**config.mk**
```make
export PLATFORM = sky130hd
export DESIGN_NAME = trap_ctrl
export DESIGN_NICKNAME = d
export VERILOG_FILES = /design/src/rtl/trap_ctrl.sv
export SDC_FILE = /design/constraint.sdc
export NUM_CORES = 1
export LEC_CHECK = 0
export ABC_AREA = 1
export CAP_MARGIN = 20
export CORE_AREA = 3 3 79 81
export CTS_BUF_LIST = sky130_fd_sc_hd__clkbuf_16
export DETAILED_ROUTE_END_ITERATION = 6
export DIE_AREA = 0 0 82 84
export DONT_BUFFER_PORTS = 1
export HOLD_SLACK_MARGIN = 0.15
export PLACE_DENSITY = 0.73
export SETUP_SLACK_MARGIN = 0.2
export SLEW_MARGIN = 20
export SYNTH_ARGS = -nofsm -noshare
export SYNTH_HDL_FRONTEND = slang
export SYNTH_SLANG_ARGS = --single-unit
```
**constraint.sdc**
```tcl
create_clock -name clk -period 2.8 [get_ports clk]
set_input_delay 0.28 -clock clk [delete_from_list [all_inputs] [get_ports clk]]
set_output_delay 0.28 -clock clk [all_outputs]
set_load 0.02 [all_outputs]
```
**src/rtl/trap_ctrl.sv**
```systemverilog
// ============================================================================
// trap_ctrl : machine-mode interrupt entry / mret return sequencer
// Revision  : 1.0 - initial release
// ============================================================================
`default_nettype none

module trap_ctrl #(
  parameter int DW           = 32,
  parameter int DRAIN_CYCLES = 2,
  parameter int CAUSE_MTI    = 7,
  parameter int CAUSE_MEI    = 11
) (
  input  logic          clk,
  input  logic          rst_n,
  input  logic          timer_pend,
  input  logic          ext_pend,
  input  logic          mstatus_mie,
  input  logic          is_mret,
  input  logic          pipe_stall,
  input  logic [DW-1:0] pc_in,
  input  logic [DW-1:0] mtvec,
  input  logic [DW-1:0] mepc,
  output logic          stall_req,
  output logic          trap_we,
  output logic          mret_we,
  output logic [DW-1:0] mepc_wdata,
  output logic [DW-1:0] mcause_wdata,
  output logic          pc_redirect,
  output logic [DW-1:0] pc_target,
  output logic          flush,
  output logic          busy
);

  localparam int CW = 4;

  localparam logic [DW-1:0] INT_FLAG   = {1'b1, {(DW-1){1'b0}}};
  localparam logic [DW-1:0] MCAUSE_MTI = INT_FLAG | DW'(CAUSE_MTI);
  localparam logic [DW-1:0] MCAUSE_MEI = INT_FLAG | DW'(CAUSE_MEI);
  localparam logic [CW-1:0] DRAIN_LOAD = CW'(DRAIN_CYCLES);

  typedef enum logic [1:0] {
    ST_IDLE  = 2'd0,
    ST_DRAIN = 2'd1,
    ST_TRAP  = 2'd2,
    ST_MRET  = 2'd3
  } state_t;

  state_t        state_q, state_d;
  logic [CW-1:0] cnt_q, cnt_d;
  logic [DW-1:0] epc_q, epc_d;
  logic [DW-1:0] mcause_q, mcause_d;

  logic          irq;
  logic [DW-1:0] vec_base;
  logic [DW-1:0] vec_target;

  assign irq = mstatus_mie & (timer_pend | ext_pend);

  always_ff @(posedge clk) begin
    if (!rst_n) begin
      state_q  <= ST_IDLE;
      cnt_q    <= '0;
      epc_q    <= '0;
      mcause_q <= '0;
    end else begin
      state_q  <= state_d;
      cnt_q    <= cnt_d;
      epc_q    <= epc_d;
      mcause_q <= mcause_d;
    end
  end

  // Once DRAIN is entered the trap is committed; pend/MIE are no longer looked at.
  always_comb begin
    state_d  = state_q;
    cnt_d    = cnt_q;
    epc_d    = epc_q;
    mcause_d = mcause_q;
    unique case (state_q)
      ST_IDLE: begin
        if (irq && !pipe_stall) begin
          state_d  = ST_DRAIN;
          cnt_d    = DRAIN_LOAD;
          epc_d    = pc_in;
          mcause_d = ext_pend ? MCAUSE_MEI : MCAUSE_MTI;
        end else if (is_mret && !pipe_stall) begin
          state_d = ST_MRET;
        end
      end
      ST_DRAIN: begin
        if (!pipe_stall) begin
          if (cnt_q == CW'(1)) begin
            state_d = ST_TRAP;
            cnt_d   = '0;
          end else begin
            cnt_d = cnt_q - CW'(1);
          end
        end
      end
      ST_TRAP: state_d = ST_IDLE;
      ST_MRET: state_d = ST_IDLE;
      default: state_d = ST_IDLE;
    endcase
  end

  // Vectored mode offsets by 4*cause; the interrupt flag is shifted out here.
  assign vec_base   = {mtvec[DW-1:2], 2'b00};
  assign vec_target = mtvec[0] ? (vec_base + {mcause_q[DW-3:0], 2'b00}) : vec_base;

  always_comb begin
    stall_req   = 1'b0;
    trap_we     = 1'b0;
    mret_we     = 1'b0;
    pc_redirect = 1'b0;
    flush       = 1'b0;
    busy        = 1'b0;
    pc_target   = '0;
    unique case (state_q)
      ST_DRAIN: begin
        stall_req = 1'b1;
        busy      = 1'b1;
      end
      ST_TRAP: begin
        stall_req   = 1'b1;
        busy        = 1'b1;
        trap_we     = 1'b1;
        pc_redirect = 1'b1;
        flush       = 1'b1;
        pc_target   = vec_target;
      end
      ST_MRET: begin
        stall_req   = 1'b1;
        busy        = 1'b1;
        mret_we     = 1'b1;
        pc_redirect = 1'b1;
        flush       = 1'b1;
        pc_target   = mepc;
      end
      default: ;
    endcase
  end

  assign mepc_wdata   = epc_q;
  assign mcause_wdata = mcause_q;

endmodule

`default_nettype wire

```
==> results of run 1 <==
timing repair:
item / in CTS / in global routing
endpoints found under the setup margin: 7 / 12
hold buffers: 20 / 0
gates cloned: 0 / 0
buffers inserted: 2 / 1
gates resized for setup: 2 / 2
endpoints found under the hold margin: 20 / 0
pin swaps: 2 / 3
worst max-delay path by stage:
stage	startpoint	to	slack, ps	depth (start not counted)
2_1_floorplan	mcause_wdata[1]$_SDFFE_PN0P_	pc_target[22]	350	10
3_3_place_gp	mcause_wdata[1]$_SDFFE_PN0P_	pc_target[18]	410	11
3_5_place_dp	mcause_wdata[1]$_SDFFE_PN0P_	pc_target[18]	380	11
4_1_cts	mcause_wdata[1]$_SDFFE_PN0P_	pc_target[18]	200	11
5_1_grt	mcause_wdata[1]$_SDFFE_PN0P_	pc_target[22]	210	11
6_report	mcause_wdata[1]$_SDFFE_PN0P_	pc_target[22]	330	11
Yosys cell counts, drive strengths merged:
| cell type | number |
|---|---|
| inv | 54 |
| o211ai | 3 |
| o21ai | 27 |
| nand3 | 40 |
| ha | 6 |
| a21oi | 42 |
| dfxtp | 41 |
| or2 | 3 |
| fa | 1 |
| nand3b | 2 |
| a32o | 1 |
| buf | 38 |
| nand4 | 10 |
| o21a | 1 |
| o21bai | 5 |
| conb | 1 |
| clkbuf | 10 |
| xnor2 | 1 |
| nor2 | 50 |
| nand2 | 192 |
| nor3 | 5 |
worst max-delay path, delay by kind of cell, from the launching register on:
family          cells  cell delay (ps)
simple gates        5              530
buf+inv             2              210
fa+ha+maj           2              520
compound gates      2              300
flops               1              350
routing by layer:
metal | part of all wire | global-route usage
met1 | 0.37 | 0.288
met2 | 0.52 | 0.440
met3 | 0.10 | 0.0767
met4 | 0.0080 | 0.0634
met5 | 0 | 0
cells by family after synthesis:
logic type / Yosys count / synth area share
simple gates: 302 / 0.417
other cells: 1 / 0.00116
xor+xnor: 1 / 0.00270
compound gates: 79 / 0.137
flops: 41 / 0.253
buf+inv: 102 / 0.159
fa+ha+maj: 7 / 0.0293
power groups by stage:
stage	sequential (mW)	combinational [mW]	clock [mW]
final	0.808	0.974	0.616
after global routing	0.822	1.08	0.659
after detailed placement	0.820	0.942	0
after global placement	0.818	0.919	0
after floorplan	0.786	0.861	0
after CTS	0.808	0.973	0.628
area by class of cell:
type / instances / area share
Multi-Input combinational cell: 416 / 0.562
Tap cell: 72 / 0.0251
Clock buffer: 5 / 0.0349
Inverter: 54 / 0.0565
Timing Repair Buffer: 31 / 0.0823
Clock inverter: 3 / 0.0105
Sequential cell: 41 / 0.229
sequential cells by signal, summed over array words and instances (netlist names):
register / cells
mepc_wdata: 32
mcause_wdata: 3
cnt_q: 4
state_q: 2
metrics by stage:
| step | hold slack (ps) | std cells | utilization | worst slack (ps) | power, mW |
|---|---|---|---|---|---|
| floorplan | 416 | 559 | - | 349 | 1.65 |
| global placement | 426 | 591 | 0.576 | 410 | 1.74 |
| detailed placement | 423 | 591 | 0.576 | 384 | 1.76 |
| CTS | 150 | 621 | 0.645 | 197 | 2.41 |
| global route | 156 | 622 | 0.647 | 212 | 2.57 |
| finish | 155 | 622 | 0.647 | 333 | 2.40 |
==> metrics, run 1 <==
Avg Inst Size Synth=6.08 sq um; Setup Skew=3.73 ps; Peak Freq=405 MHz; crit end category=output pin; endpoints failing setup=0; Crit Path Class=register to output pin; DR vias=3,314; clock latency on the worst-skew pair=270 ps; WL/cell=14.5 um; Cells after Synth=533; die width=82 um; fillers=487; hold path depth=2; launching point of the worst reg2reg path=state_q[1]$_SDFFE_PN0P_; clock-pin transition on the worst setup and hold timing paths=50 ps; drc violations=0; clock sinks=41; most frequent cells in the layout=nand2_1, inv_1, nor2_1, a21oi_1, dfxtp_1; Logic pwr share=0.406; routability cong.=0.796; register area=822 sq um; Max FO, Critical Path=5; LEAKAGE=1.66 nW; CP Cell Sequence=ha_1, inv_1, fa_2, o21ai_2, nand2_2, nor2_4, nand2_1, nand2_1, nand2_1, o21ai_1, buf_4; Period minus WS final=2470 ps; share of post-route cells with drive strength above 1=0.0945; CTS tree=yes; H-Tree Depth=2; Slew Limit Fails=0; CP required=2520 ps; Most common cell on crit path=nand2_1; number of global-route vias before repair=3,035; CORE AREA=5540 sq um; root buf cell=clkbuf_16; Critical Path Start Type=register; Net count, final=659; cts bufs inserted=5; initial antenna violation count=0; I/O pins=205; area delta synth->final=10.7%; sequential share of the synthesized area=0.253; Min-Delay Endpoint=mepc_wdata[26]$_SDFFE_PN0P_; Setup TNS Final=0 ps; leading area contributor after synthesis=dfxtp_1; GRT Util Overall=0.251; HP Class=primary input to register; share of the synthesized area in the top cell type=0.253; CP max stage cell=fa_2; HPWL after DPL=6750 um; RSZ-0062 raised after global routing=no; P_sw=1.04 mW; power density over the cells=669 nW/um^2; Routed Wire Length=8990 um; Tcrit/Tclk final=0.881; Clock Power Share=0.257; port bufs=0; Net Sw Frac=0.433; largest net degree at the start of global routing=38; Mapped Area=3240 sq um; placement-stage cell area=3190 sq um; internal power=1.36 mW; antenna cell count=0; Slew HR=0.611; Site Rows=27; max_cap viols=0; footprint of the multi-input gates=2010 sq um; r2r endpoint=mepc_wdata[18]$_SDFFE_PN0P_; antenna viol nets, final=0; GR Overflow Total=0; Yosys warning count=0; most common cell after layout, fill and taps aside=nand2_1; Yosys cell types=36; FF+latch count, synth=41; register-to-register setup slack=1140 ps; Starting DRT DRC Count=166; first-pass GRT wire length=14,100 um; Flop pwr share=0.337; Initial Util=0.585; Final Hold Viols=0; router iterations before antenna repair=5; Bufs on Longest Clock Path=2; Crit path largest cell delay=360 ps; Hold Startpoint=pc_in[26]; die area=6890 sq um; run status=complete, no violations; Peak VDD IR=0.000505 V; Synth area leaders=dfxtp_1, nand2_1, buf_4; Reg2Reg Depth=5; Slew @ Worst Pin=582 ps; Worst EP arrival=2190 ps; vias per cell=5.33; die height=84 um; post-route cell area=3590 sq um
No activity file was read; power rests on OpenSTA's default activity.
==> run 2, diff against run 1 <==
Settings changed: ABC_AREA 1 to unset, CORE_AREA 3 3 79 81 to 3 3 78 80, DIE_AREA 0 0 82 84 to 0 0 81 83, PLACE_DENSITY 0.73 to 0.68.
==> run 2 against run 1 <==
Sequential share of layout area rose by 0.39 points. Global-route usage fell by 1.6 points. Cell count fell by 16%. Final area fell by 1.2%. Synthesized area fell by 11%.
==> metrics, run 2 <==
endpoints failing setup=0; Reg2Reg Depth=4; max FFs per register=32; placement-stage cell area=3010 sq um; H-Tree Depth=2; die width=81 um; most common cell after layout, fill and taps aside=nand2_1; sequential share of the synthesized area=0.284; Cells after Synth=410; die height=83 um; launching point of the worst reg2reg path=state_q[0]$_SDFFE_PN0P_; HPWL after DPL=6260 um; Yosys cell types=41; post-route cell area=3540 sq um; Starting DRT DRC Count=107; Setup Skew=3.70 ps; GR Overflow Total=0; first-pass GRT wire length=12,800 um; drc violations=0; root buf cell=clkbuf_16; GRT Util Overall=0.235; Routed Wire Length=8320 um; leading area contributor after synthesis=dfxtp_1; hold path depth=2; Net count, final=560; area delta synth->final=22.6%; Initial Util=0.528; largest net degree at the start of global routing=39; initial antenna violation count=0; LEAKAGE=1.37 nW; Slew HR=0.612; Yosys warning count=0; antenna cell count=0; router iterations before antenna repair=4; worst hold margin=152 ps; Min-Delay Endpoint=mepc_wdata[5]$_SDFFE_PN0P_; HP Class=primary input to register; clock-pin transition on the worst setup and hold timing paths=60 ps; Site Rows=27; power density over the cells=432 nW/um^2; run status=complete, no violations; Period minus WS final=2620 ps; share of the synthesized area in the top cell type=0.284; Synth area leaders=dfxtp_1, nand2_1, a21oi_1; RSZ-0062 raised after global routing=yes; clock latency on the worst-skew pair=270 ps; die area=6720 sq um; Slew @ Worst Pin=582 ps; cts bufs inserted=5; Tcrit/Tclk final=0.937; port bufs=0; CTS tree=yes; max_cap viols=0; Slew Limit Fails=0; Setup TNS Final=0 ps; CORE AREA=5470 sq um; r2r endpoint=mepc_wdata[9]$_SDFFE_PN0P_; asr flop ratio synth=0; most frequent cell after synthesis=nand2_1; Final Hold Viols=0; DR vias=2,922; Peak VDD IR=0.000448 V; register-to-register setup slack=860 ps; clock sinks=41; routability cong.=0.858; Bufs on Longest Clock Path=2; synth cell count leaders=nand2_1, a21oi_1, dfxtp_1, o21ai_0, buf_4; top_reg_cell synth=dfxtp_1; WL/cell=15.9 um; Avg Inst Size Synth=7.05 sq um; FF+latch count, synth=41; Peak Freq=381 MHz; Critical Path Start Type=register; share of post-route cells with drive strength above 1=0.144; number of global-route vias before repair=2,667; EDFF count, synth=0; Crit Path Class=register to output pin; Worst EP arrival=2340 ps; Max FO, Critical Path=4; CP required=2520 ps; most frequent cells in the layout=nand2_1, a21oi_1, dfxtp_1, buf_4, o21ai_0; I/O pins=205; Hold Startpoint=pc_in[5]; antenna viol nets, final=0; Mapped Area=2890 sq um; crit end category=output pin; vias per cell=5.60
-- run 2: how the worst max path moves through the flow --
| stage | cells after the start | slack (ps) | startpoint | end |
|---|---|---|---|---|
| 3_3_place_gp | 7 | 360 | mcause_wdata[3]$_SDFFE_PN0P_ | pc_target[29] |
| 5_1_grt | 9 | 110 | mcause_wdata[1]$_SDFFE_PN0P_ | pc_target[20] |
| 6_report | 7 | 180 | mcause_wdata[1]$_SDFFE_PN0P_ | pc_target[29] |
| 2_1_floorplan | 8 | 200 | mcause_wdata[1]$_SDFFE_PN0P_ | pc_target[28] |
| 3_5_place_dp | 7 | 320 | mcause_wdata[3]$_SDFFE_PN0P_ | pc_target[29] |
| 4_1_cts | 7 | 180 | mcause_wdata[1]$_SDFFE_PN0P_ | pc_target[29] |
-- run 2: cells by family (layout without fill, tap and decap cells) --
| family | count (synthesis) | after routing | synth area share |
|---|---|---|---|
| AND/OR/NAND/NOR | 154 | 154 | 0.248 |
| AO/OA/AOI/OAI | 108 | 108 | 0.211 |
| buffers and inverters | 69 | 83 | 0.130 |
| flip-flops | 41 | 41 | 0.284 |
| XOR/XNOR | 28 | 28 | 0.0849 |
| adder cells (fa/ha/maj) | 7 | 7 | 0.0329 |
| multiplexers | 2 | 2 | 0.00693 |
| other | 1 | 27 | 0.00130 |
-- run 2: layout make-up --
type / count / area, sq um
Fill cell: 482 / 1930
Tap cell: 72 / 90.1
Multi-Input combinational cell: 326 / 1890
Clock buffer: 5 / 125
Timing Repair Buffer: 63 / 549
Clock inverter: 2 / 12.5
Sequential cell: 41 / 826
Inverter: 13 / 48.8
-- run 2: metrics by stage --
stage | setup slack, ps | power (mW) | cells | util
2_1_floorplan | 199 | 0.932 | 436 | -
3_3_place_gp | 356 | 0.949 | 481 | 0.549
3_5_place_dp | 324 | 0.956 | 481 | 0.549
4_1_cts | 180 | 1.53 | 519 | 0.641
5_1_grt | 110 | 1.61 | 522 | 0.647
6_report | 177 | 1.53 | 522 | 0.647
-- run 2: critical path, stage by stage (launching register included) --
cell and delay (ps):
dfxtp_4 360, ha_4 260, a211o_1 140, a21oi_2 70, or4b_4 530, or3_4 380
a31oi_2 160, buf_4 160
-- run 2: power breakdown --
group	leakage (nW)	internal, mW	switching [mW]	total, mW
Sequential	0.335	0.614	0.0454	0.659
Combinational	0.964	0.130	0.204	0.334
Clock	0.0711	0.323	0.214	0.537
Total	1.37	1.07	0.464	1.53
-- run 2: per-layer routing --
layer	vias to the layer above	global-route usage	wire [um]
li1	1426	-	-
met1	1335	0.267	3050
met2	149	0.422	4260
met3	12	0.0716	875
met4	0	0.0538	134
met5	-	0	0
-- run 2: repair_timing --
item / in CTS / in global routing
buffers inserted: 3 / 2
hold buffers: 28 / 1
endpoints found under the setup margin: 13 / 16
endpoints found under the hold margin: 28 / 1
resized for setup: 11 / 3
pin swaps: 7 / 7
==> run 3, diff against run 2 <==
Settings changed: PLACE_DENSITY 0.68 to 0.75.
==> run 3 against run 2 <==
Worst setup slack gained 7.5 ps. Sequential share of layout area shrank 0.33 points. First-iteration DRC count grew 44%. Fmax grew 0.29%. Largest power group unchanged.
==> metrics, run 3 (synthesized netlist as in run 2, its figures left out) <==
H-Tree Depth=2; GR Overflow Total=0; DR vias=2,934; CTS tree=yes; Peak Freq=382 MHz; max FFs per register=32; Peak VDD IR=0.000408 V; most frequent cells in the layout=nand2_1, a21oi_1, dfxtp_1, buf_4, dlygate4sd3_1; die height=83 um; HPWL after DPL=6350 um; DP Worst Slack=284 ps; Slew @ Worst Pin=587 ps; CP required=2520 ps; Setup Skew=3.23 ps; WL/cell=16.8 um; CORE AREA=5470 sq um; routability cong.=0.860; number of global-route vias before repair=2,739; die area=6720 sq um; RSZ-0062 raised after global routing=yes; Initial Util=0.528; footprint of the multi-input gates=1890 sq um; area delta synth->final=24.0%; antenna viol nets, final=0; share of post-route cells with drive strength above 1=0.141; router iterations before antenna repair=4; root buf cell=clkbuf_16; initial antenna violation count=0; die width=81 um; Net count, final=563; register area=823 sq um; I/O pins=205; LEAKAGE=1.39 nW; Setup WS post-layout=185 ps; Routed Wire Length=8840 um; power density over the cells=435 nW/um^2; clock latency on the worst-skew pair=270 ps; clock sinks=41; Period minus WS final=2610 ps; crit end category=output pin; Max FO, Critical Path=6; Tcrit/Tclk final=0.934; Crit Path Class=register to output pin; Bufs on Longest Clock Path=2; Final Hold Viols=0; clock-pin transition on the worst setup and hold timing paths=60 ps; most common cell after layout, fill and taps aside=nand2_1; GRT Util Overall=0.242; HP Class=primary input to register; antenna cell count=0; Slew HR=0.609; Site Rows=27; run status=complete, no violations; max_cap viols=0; fillers=482; cts bufs inserted=5; Setup TNS Final=0 ps; port bufs=0; Worst EP arrival=2330 ps; largest net degree at the start of global routing=38; Starting DRT DRC Count=154; Critical Path Start Type=register; Slew Limit Fails=0; drc violations=0; first-pass GRT wire length=13,200 um; vias per cell=5.58; endpoints failing setup=0
run 3: routing by layer:
layer  track usage  vias to the layer above  share of wire
met5             0                        -              0
met2         0.446                      161           0.52
met4        0.0614                        0          0.016
li1              -                     1429              -
met3        0.0738                       16           0.10
met1         0.262                     1328           0.37
run 3: power by group:
| part | switching [mW] | leakage [nW] | internal [mW] |
|---|---|---|---|
| combinational | 0.211 | 0.985 | 0.139 |
| clock | 0.223 | 0.0693 | 0.327 |
| sequential | 0.0454 | 0.335 | 0.614 |
| total | 0.480 | 1.39 | 1.08 |
run 3: worst max-delay path, stage by stage (launching register included):
cell and delay (ps):
dfxtp_2 340, ha_4 300, o21a_1 160, a21oi_2 80
or4b_4 540, or3_1 320, a31oi_1 160, buf_4 160
run 3: path summary, 6_finish.rpt:
kind / start / endpoint / slack, ps / cells past startpoint
setup / recovery: mcause_wdata[3]$_SDFFE_PN0P_ / pc_target[25] / 190 / 7
hold / removal: pc_in[10] / mepc_wdata[10]$_SDFFE_PN0P_ / 150 / 2
setup reg to reg: state_q[0]$_SDFFE_PN0P_ / mepc_wdata[2]$_SDFFE_PN0P_ / 880 / 5
hold reg to reg: cnt_q[3]$_SDFFE_PN0P_ / cnt_q[3]$_SDFFE_PN0P_ / 520 / 2
run 3: stage by stage:
step / utilization / area [sq um] / total power [mW] / hold slack [ps] / cells
floorplan: - / 3020 / 0.932 / 416 / 436
global placement: 0.551 / 3020 / 0.952 / 363 / 481
detailed placement: 0.551 / 3020 / 0.961 / 376 / 481
CTS: 0.647 / 3540 / 1.56 / 154 / 522
global route: 0.655 / 3580 / 1.63 / 167 / 526
finish: 0.655 / 3580 / 1.56 / 153 / 526
run 3: layout make-up:
cell class              count  area share
repair buffers             66       0.164
clock inverters             3     0.00454
flip-flops and latches     41       0.230
clock buffers               5      0.0349
multi-input cells         326       0.528
inverters                  13      0.0136
well taps                  72      0.0251
run 3: repair_timing:
item,CTS,global route
setup buffers,2,4
hold endpoints to repair,31,0
pin swaps,7,7
endpoints found under the setup margin,14,12
gates resized for setup,12,2
hold buffers,31,0
